File: src/rtl/alu_pkg.sv
// rtl/alu_pkg.sv - opcodes, FSM states and iteration count shared by the ALU sequencer
package alu_pkg;

  localparam int ITER_COUNT = 32;

  localparam logic [3:0] OP_ADD = 4'h0;
  localparam logic [3:0] OP_SUB = 4'h1;
  localparam logic [3:0] OP_SHR = 4'h2;
  localparam logic [3:0] OP_SHL = 4'h3;
  localparam logic [3:0] OP_ROR = 4'h4;
  localparam logic [3:0] OP_ROL = 4'h5;
  localparam logic [3:0] OP_AND = 4'h6;
  localparam logic [3:0] OP_OR  = 4'h7;
  localparam logic [3:0] OP_MUL = 4'h8;
  localparam logic [3:0] OP_DIV = 4'h9;
  localparam logic [3:0] OP_NEG = 4'hA;
  localparam logic [3:0] OP_NOT = 4'hB;

  typedef enum logic [2:0] {
    ST_IDLE = 3'd0,
    ST_EXEC = 3'd1,
    ST_MUL  = 3'd2,
    ST_DIV  = 3'd3,
    ST_FIX  = 3'd4,
    ST_DONE = 3'd5
  } state_t;

endpackage

File: src/rtl/alu.sv
// rtl/alu.sv - combinational single-cycle ALU; codes without a single-cycle meaning yield 0
module alu
  import alu_pkg::*;
(
  input  logic [31:0] i_a,
  input  logic [31:0] i_b,
  input  logic [3:0]  i_sel,
  output logic [31:0] o_z
);

  logic [4:0]  w_sh;
  logic [63:0] w_rot;

  always_comb begin
    w_sh  = i_b[4:0];
    w_rot = {i_a, i_a};
    o_z   = '0;
    case (i_sel)
      OP_ADD: o_z = i_a + i_b;
      OP_SUB: o_z = i_a - i_b;
      OP_SHR: o_z = i_a >> w_sh;
      OP_SHL: o_z = i_a << w_sh;
      // rotates use a doubled word so a zero amount needs no special case
      OP_ROR: begin
        w_rot = {i_a, i_a} >> w_sh;
        o_z   = w_rot[31:0];
      end
      OP_ROL: begin
        w_rot = {i_a, i_a} << w_sh;
        o_z   = w_rot[63:32];
      end
      OP_AND: o_z = i_a & i_b;
      OP_OR:  o_z = i_a | i_b;
      OP_NEG: o_z = -i_a;
      OP_NOT: o_z = ~i_a;
      default: o_z = '0;
    endcase
  end

endmodule

File: src/rtl/alu_sequencer.sv
// rtl/alu_sequencer.sv - sequences single-cycle ALU ops and iterative signed mul/div
module alu_sequencer
  import alu_pkg::*;
(
  input  logic        clk,
  input  logic        clr,
  input  logic        start,
  input  logic [3:0]  select,
  input  logic [31:0] a,
  input  logic [31:0] b,
  output logic        busy,
  output logic        done,
  output logic [31:0] z,
  output logic [31:0] hi,
  output logic [31:0] lo,
  output logic        div_by_zero
);

  state_t      r_state, w_next;
  logic [31:0] r_a, r_b, r_d;
  logic [3:0]  r_sel;
  logic [5:0]  r_cnt;
  logic [63:0] r_p;

  logic [31:0] w_alu_z, w_abs_a, w_abs_b, w_quo, w_rmd;
  logic [32:0] w_sum, w_rem, w_diff;
  logic [63:0] w_prod;
  logic        w_dbz, w_last, w_neg;

  alu u_alu (.i_a(r_a), .i_b(r_b), .i_sel(r_sel), .o_z(w_alu_z));

  assign w_abs_a = a[31] ? -a : a;
  assign w_abs_b = b[31] ? -b : b;
  assign w_dbz   = (r_sel == OP_DIV) && (r_b == '0);
  assign w_last  = (r_cnt == 6'(ITER_COUNT - 1));
  assign w_neg   = r_a[31] ^ r_b[31];

  // r_p is {hi, lo} for mul (multiplier drains from the low end) and {rem, quo} for div
  assign w_sum  = {1'b0, r_p[63:32]} + (r_p[0] ? {1'b0, r_d} : 33'd0);
  assign w_rem  = r_p[63:31];
  assign w_diff = w_rem - {1'b0, r_d};
  assign w_prod = w_neg ? -r_p : r_p;
  assign w_quo  = w_neg ? -r_p[31:0] : r_p[31:0];
  assign w_rmd  = r_a[31] ? -r_p[63:32] : r_p[63:32];

  always_ff @(posedge clk or posedge clr) begin
    if (clr) r_state <= ST_IDLE;
    else     r_state <= w_next;
  end

  always_comb begin
    w_next = r_state;
    busy   = 1'b0;
    done   = 1'b0;
    case (r_state)
      ST_IDLE: if (start) begin
        if (select == OP_MUL)      w_next = ST_MUL;
        else if (select == OP_DIV) w_next = (b == '0) ? ST_FIX : ST_DIV;
        else                       w_next = ST_EXEC;
      end
      ST_EXEC: begin
        busy   = 1'b1;
        w_next = ST_DONE;
      end
      ST_MUL, ST_DIV: begin
        busy = 1'b1;
        if (w_last) w_next = ST_FIX;
      end
      // divide-by-zero holds FIX for a second cycle so done lands at N+3
      ST_FIX: begin
        busy = 1'b1;
        if (!(w_dbz && r_cnt == '0)) w_next = ST_DONE;
      end
      ST_DONE: begin
        done   = 1'b1;
        w_next = ST_IDLE;
      end
      default: w_next = ST_IDLE;
    endcase
  end

  always_ff @(posedge clk or posedge clr) begin
    if (clr) begin
      r_a <= '0; r_b <= '0; r_d <= '0; r_sel <= '0; r_cnt <= '0; r_p <= '0;
      z <= '0; hi <= '0; lo <= '0; div_by_zero <= 1'b0;
    end else begin
      case (r_state)
        ST_IDLE: if (start) begin
          r_a   <= a;
          r_b   <= b;
          r_sel <= select;
          r_cnt <= '0;
          r_p   <= {32'd0, w_abs_a};
          r_d   <= w_abs_b;
        end
        ST_EXEC: z <= w_alu_z;
        ST_MUL: begin
          r_p   <= {w_sum, r_p[31:1]};
          r_cnt <= w_last ? 6'd0 : r_cnt + 6'd1;
        end
        ST_DIV: begin
          r_p   <= w_diff[32] ? {w_rem[31:0], r_p[30:0], 1'b0}
                              : {w_diff[31:0], r_p[30:0], 1'b1};
          r_cnt <= w_last ? 6'd0 : r_cnt + 6'd1;
        end
        ST_FIX: begin
          if (w_dbz) begin
            hi          <= r_a;
            lo          <= '1;
            div_by_zero <= 1'b1;
            r_cnt       <= (r_cnt == '0) ? 6'd1 : 6'd0;
          end else if (r_sel == OP_MUL) begin
            {hi, lo} <= w_prod;
          end else begin
            hi          <= w_rmd;
            lo          <= w_quo;
            div_by_zero <= 1'b0;
          end
        end
        default: ;
      endcase
    end
  end

endmodule

File: config.mk
export PLATFORM = sky130hd
export DESIGN_NAME = alu_sequencer
export DESIGN_NICKNAME = d
export VERILOG_FILES = /design/src/rtl/alu_pkg.sv /design/src/rtl/alu.sv /design/src/rtl/alu_sequencer.sv
export SDC_FILE = /design/constraint.sdc
export NUM_CORES = 2
export LEC_CHECK = 0
export CORE_ASPECT_RATIO = 1.1
export CORE_MARGIN = 4
export CORE_UTILIZATION = 40
export CTS_CLUSTER_SIZE = 20
export DETAILED_ROUTE_END_ITERATION = 7
export GPL_ROUTABILITY_DRIVEN = 0
export PLACE_DENSITY = 0.62
export SLEW_MARGIN = 20
export SYNTH_ARGS = -nofsm -noshare
export SYNTH_HDL_FRONTEND = slang
export SYNTH_SLANG_ARGS = --single-unit
File: constraint.sdc
create_clock -name clk -period 11.8 [get_ports clk]
set_input_delay 2.36 -clock clk [delete_from_list [all_inputs] [get_ports clk]]
set_output_delay 2.36 -clock clk [all_outputs]
set_load 0.03 [all_outputs]
==> flow_summary.yaml <==
routing:
  vias: 25384
  dr.first_iter.drc_count: 3048
  routed_wl_microns: 97300
  wl_met2_microns: 42100
  ant_nets: 0
  drc: 0
  avgRoutedWirePerCell_microns: 23.7
  first_pass_iters: 7
  route.met3.wl_microns: 8850
  top_layer: "met5"
  vias_per_cell: 6.19
  wl_met1_microns: 40600
timing:
  holdWs_ns: 0.477
  min_period_ns: 5.32
  slew_headroom_pct: 25.3
  hold_violations: 0
  clock.fmax_mhz: 188
  drv_slew: 0
  finalSetupTns_ns: 0
  clock_skew_ns: 0.0326
  finalSetupViolCount: 0
  worstMarginPinSlew_ns: 1.12
  fin_crit_sh_pct: 45.1
  rsz0062_at_grt: "false"
floorplanning:
  rows: 96
  core_region_area_sq_um: 62600
  die_x_microns: 248
  fp.dieH_microns: 272
  initial_core_util_pct: 40.5
  dieArea_sq_um: 67400
  io_pins: 170
yosys:
  synth_edf_count: 0
  synthFlopType: "dfrtp_1"
  syn_area_per_cell_sq_um: 7.86
  synth_nets: 3406
  ys_types: 94
  syn_inst: 3224
  ys_ff_latch: 269
  synthesis.area_sq_um: 25300
  yosys_warnings: 0
  async_flop_share_pct: 100
  seq_area_frac_synth_pct: 26.6
global_routing:
  antenna_found_initial: 11
  grt_pass1_wl_microns: 148000
  grt_pass1_vias: 23644
  globalRouteOverflowTotal: 0
  grt_use_total_pct: 28.2
  grt_max_degree: 164
place:
  dpl_cell_area_sq_um: 27500
  hpwl_microns: 70100
  portBuffers: 169
clock_tree:
  clock-sinks: 269
  cts_hold_repair.buffers: 0
  htree_levels: 2
  post_cts_buffers: 0
  path_clk_slew_ns: 0.06
  cts_tree: "done"
  cts-root-buf: "clkbuf_16"
  ctsResizeCount: 0
  clk_latency_ns: 0.57
  cts_buffers: 34
  clk_path_buf_depth: 3
critical_path:
  cpMaxStageDelayCell: "nor3_1"
  cp.arrival_ns: 2.96
  critPathMaxFanout: 48
  timing_worst_setup_path_type: "register to output pin"
  cp-end-kind: "output pin"
  slowest_delay_ns: 0.73
  critical_path.startpoint_type: "register"
  worstPathRequired_ns: 9.44
  crit_chain: "buf_4 > nor3_1 > nor2b_1 > clkdlybuf4s50_1"
hold_path:
  hold_class: "register to register"
flow_run:
  maxCapViolCount: 0
finish:
  multi_input_area_sq_um: 17400
  fin_area_sq_um: 28700
  fin_nets: 3416
  nFillCells: 6213
  regArea_sq_um: 6740
  area_delta_synth_final_pct: 13.1
  drive_gt1_share_pct: 6.72
outcome:
  outcome: "finished clean"
[synth_stat cells, types with 23 or more instances]
cell type,instances,area (sq um)
ha_1,108,1350
nor2_1,281,1050
a31oi_1,43,269
o21ai_0,317,1590
nand3_1,39,195
mux2i_1,92,921
o31ai_1,39,293
xor2_1,126,1100
mux4_2,55,1240
o211ai_1,58,435
inv_1,82,308
dfrtp_1,269,6730
and3_1,23,144
a21oi_1,236,1180
a22oi_1,31,233
xnor2_1,118,1030
or3_1,34,213
a21o_1,47,353
clkbuf_1,202,758
nor3_1,71,355
nand2b_1,35,219
nand2_1,476,1790
[placed cells by master (no fill, tap or decap), types with 13 or more instances in the layout]
cell,Yosys,routed
nand4_1,14,14
o22a_1,18,18
mux4_2,55,55
ha_1,108,108
buf_4,1,45
or4_1,17,17
and3_1,23,23
a22oi_1,31,31
nand2_1,476,475
nor4_1,18,18
mux2i_1,92,92
mux2_2,21,21
o22ai_1,18,18
a21o_1,47,47
inv_1,82,81
o31ai_1,39,39
a221oi_1,14,14
a31oi_1,43,43
a21oi_1,236,236
or3_1,34,34
a211oi_1,22,21
nand2b_1,35,34
and2_1,15,13
o2111ai_1,16,16
xor2_1,126,126
dfrtp_1,269,264
o211ai_1,58,58
o41ai_1,18,18
xnor2_1,118,118
o21ai_0,317,317
a221o_1,15,15
o221ai_1,22,22
nor2b_1,18,17
o21bai_1,13,13
clkbuf_16,0,34
nor2_1,281,279
nor3_1,71,69
clkdlybuf4s50_1,0,168
nand3_1,39,39
[area by class of cell]
type / instances / area share (%)
multi-input cells: 2628 / 60.6
flip-flops and latches: 269 / 23.5
repair buffers: 216 / 7.19
well taps: 833 / 3.64
clock buffers: 49 / 3.41
inverters: 85 / 1.14
clock inverters: 11 / 0.380
diodes: 11 / 0.0960
[registers in the layout, indices dropped and copies added (netlist names)]
register,flops
r_d,31
r_p,64
lo,32
r_state,3
z,32
r_b,32
div_by_zero,1
hi,32
r_cnt,6
r_a,32
r_sel,4
[layer usage]
layer	track usage, %	up-vias
met3	5.51	298
met5	0	-
met2	42.1	1284
li1	-	11730
met1	39.1	12070
met4	13.5	2
[worst max-delay path, delay by kind of cell, from the launching register on]
| kind | cells | cell delay (ns) |
|---|---|---|
| flops | 1 | 0.38 |
| buf+inv | 2 | 0.99 |
| simple gates | 2 | 1.00 |
[metrics by stage]
step | utilization (%) | setup slack, ns | instances
global placement | 44.0 | 6.08 | 4030
global route | 45.8 | 6.14 | 4100
CTS | 45.7 | 6.48 | 4090
floorplan | - | 2.03 | 3224
finish | 45.8 | 6.48 | 4102
detailed placement | 44.0 | 6.05 | 4030
[path summary, 6_finish.rpt]
path	start	slack, ns	depth (start not counted)	end
setup reg to reg	r_b[1]	6.53	17	z[29]
max in group asynchronous	clr	8.01	3	lo[9]
min in group asynchronous	clr	2.37	2	r_b[12]
hold / removal	z[8]	0.48	2	z[8]
hold reg to reg	z[8]	0.48	2	z[8]
setup / recovery	r_state[0]	6.48	4	busy
[cell families after synthesis]
kind of cell | share of synthesized area, %
adders and majority gates | 5.57
and+or+nand+nor | 19.3
muxes | 9.46
buffers and inverters | 5.02
xor gates and xnor gates | 8.54
DFF | 26.6
AOI/OAI and AO/OA | 25.5
Power is left out: the tool's default activity adds up to more than one toggle a clock period on the data nets, which glitch-free logic cannot reach.
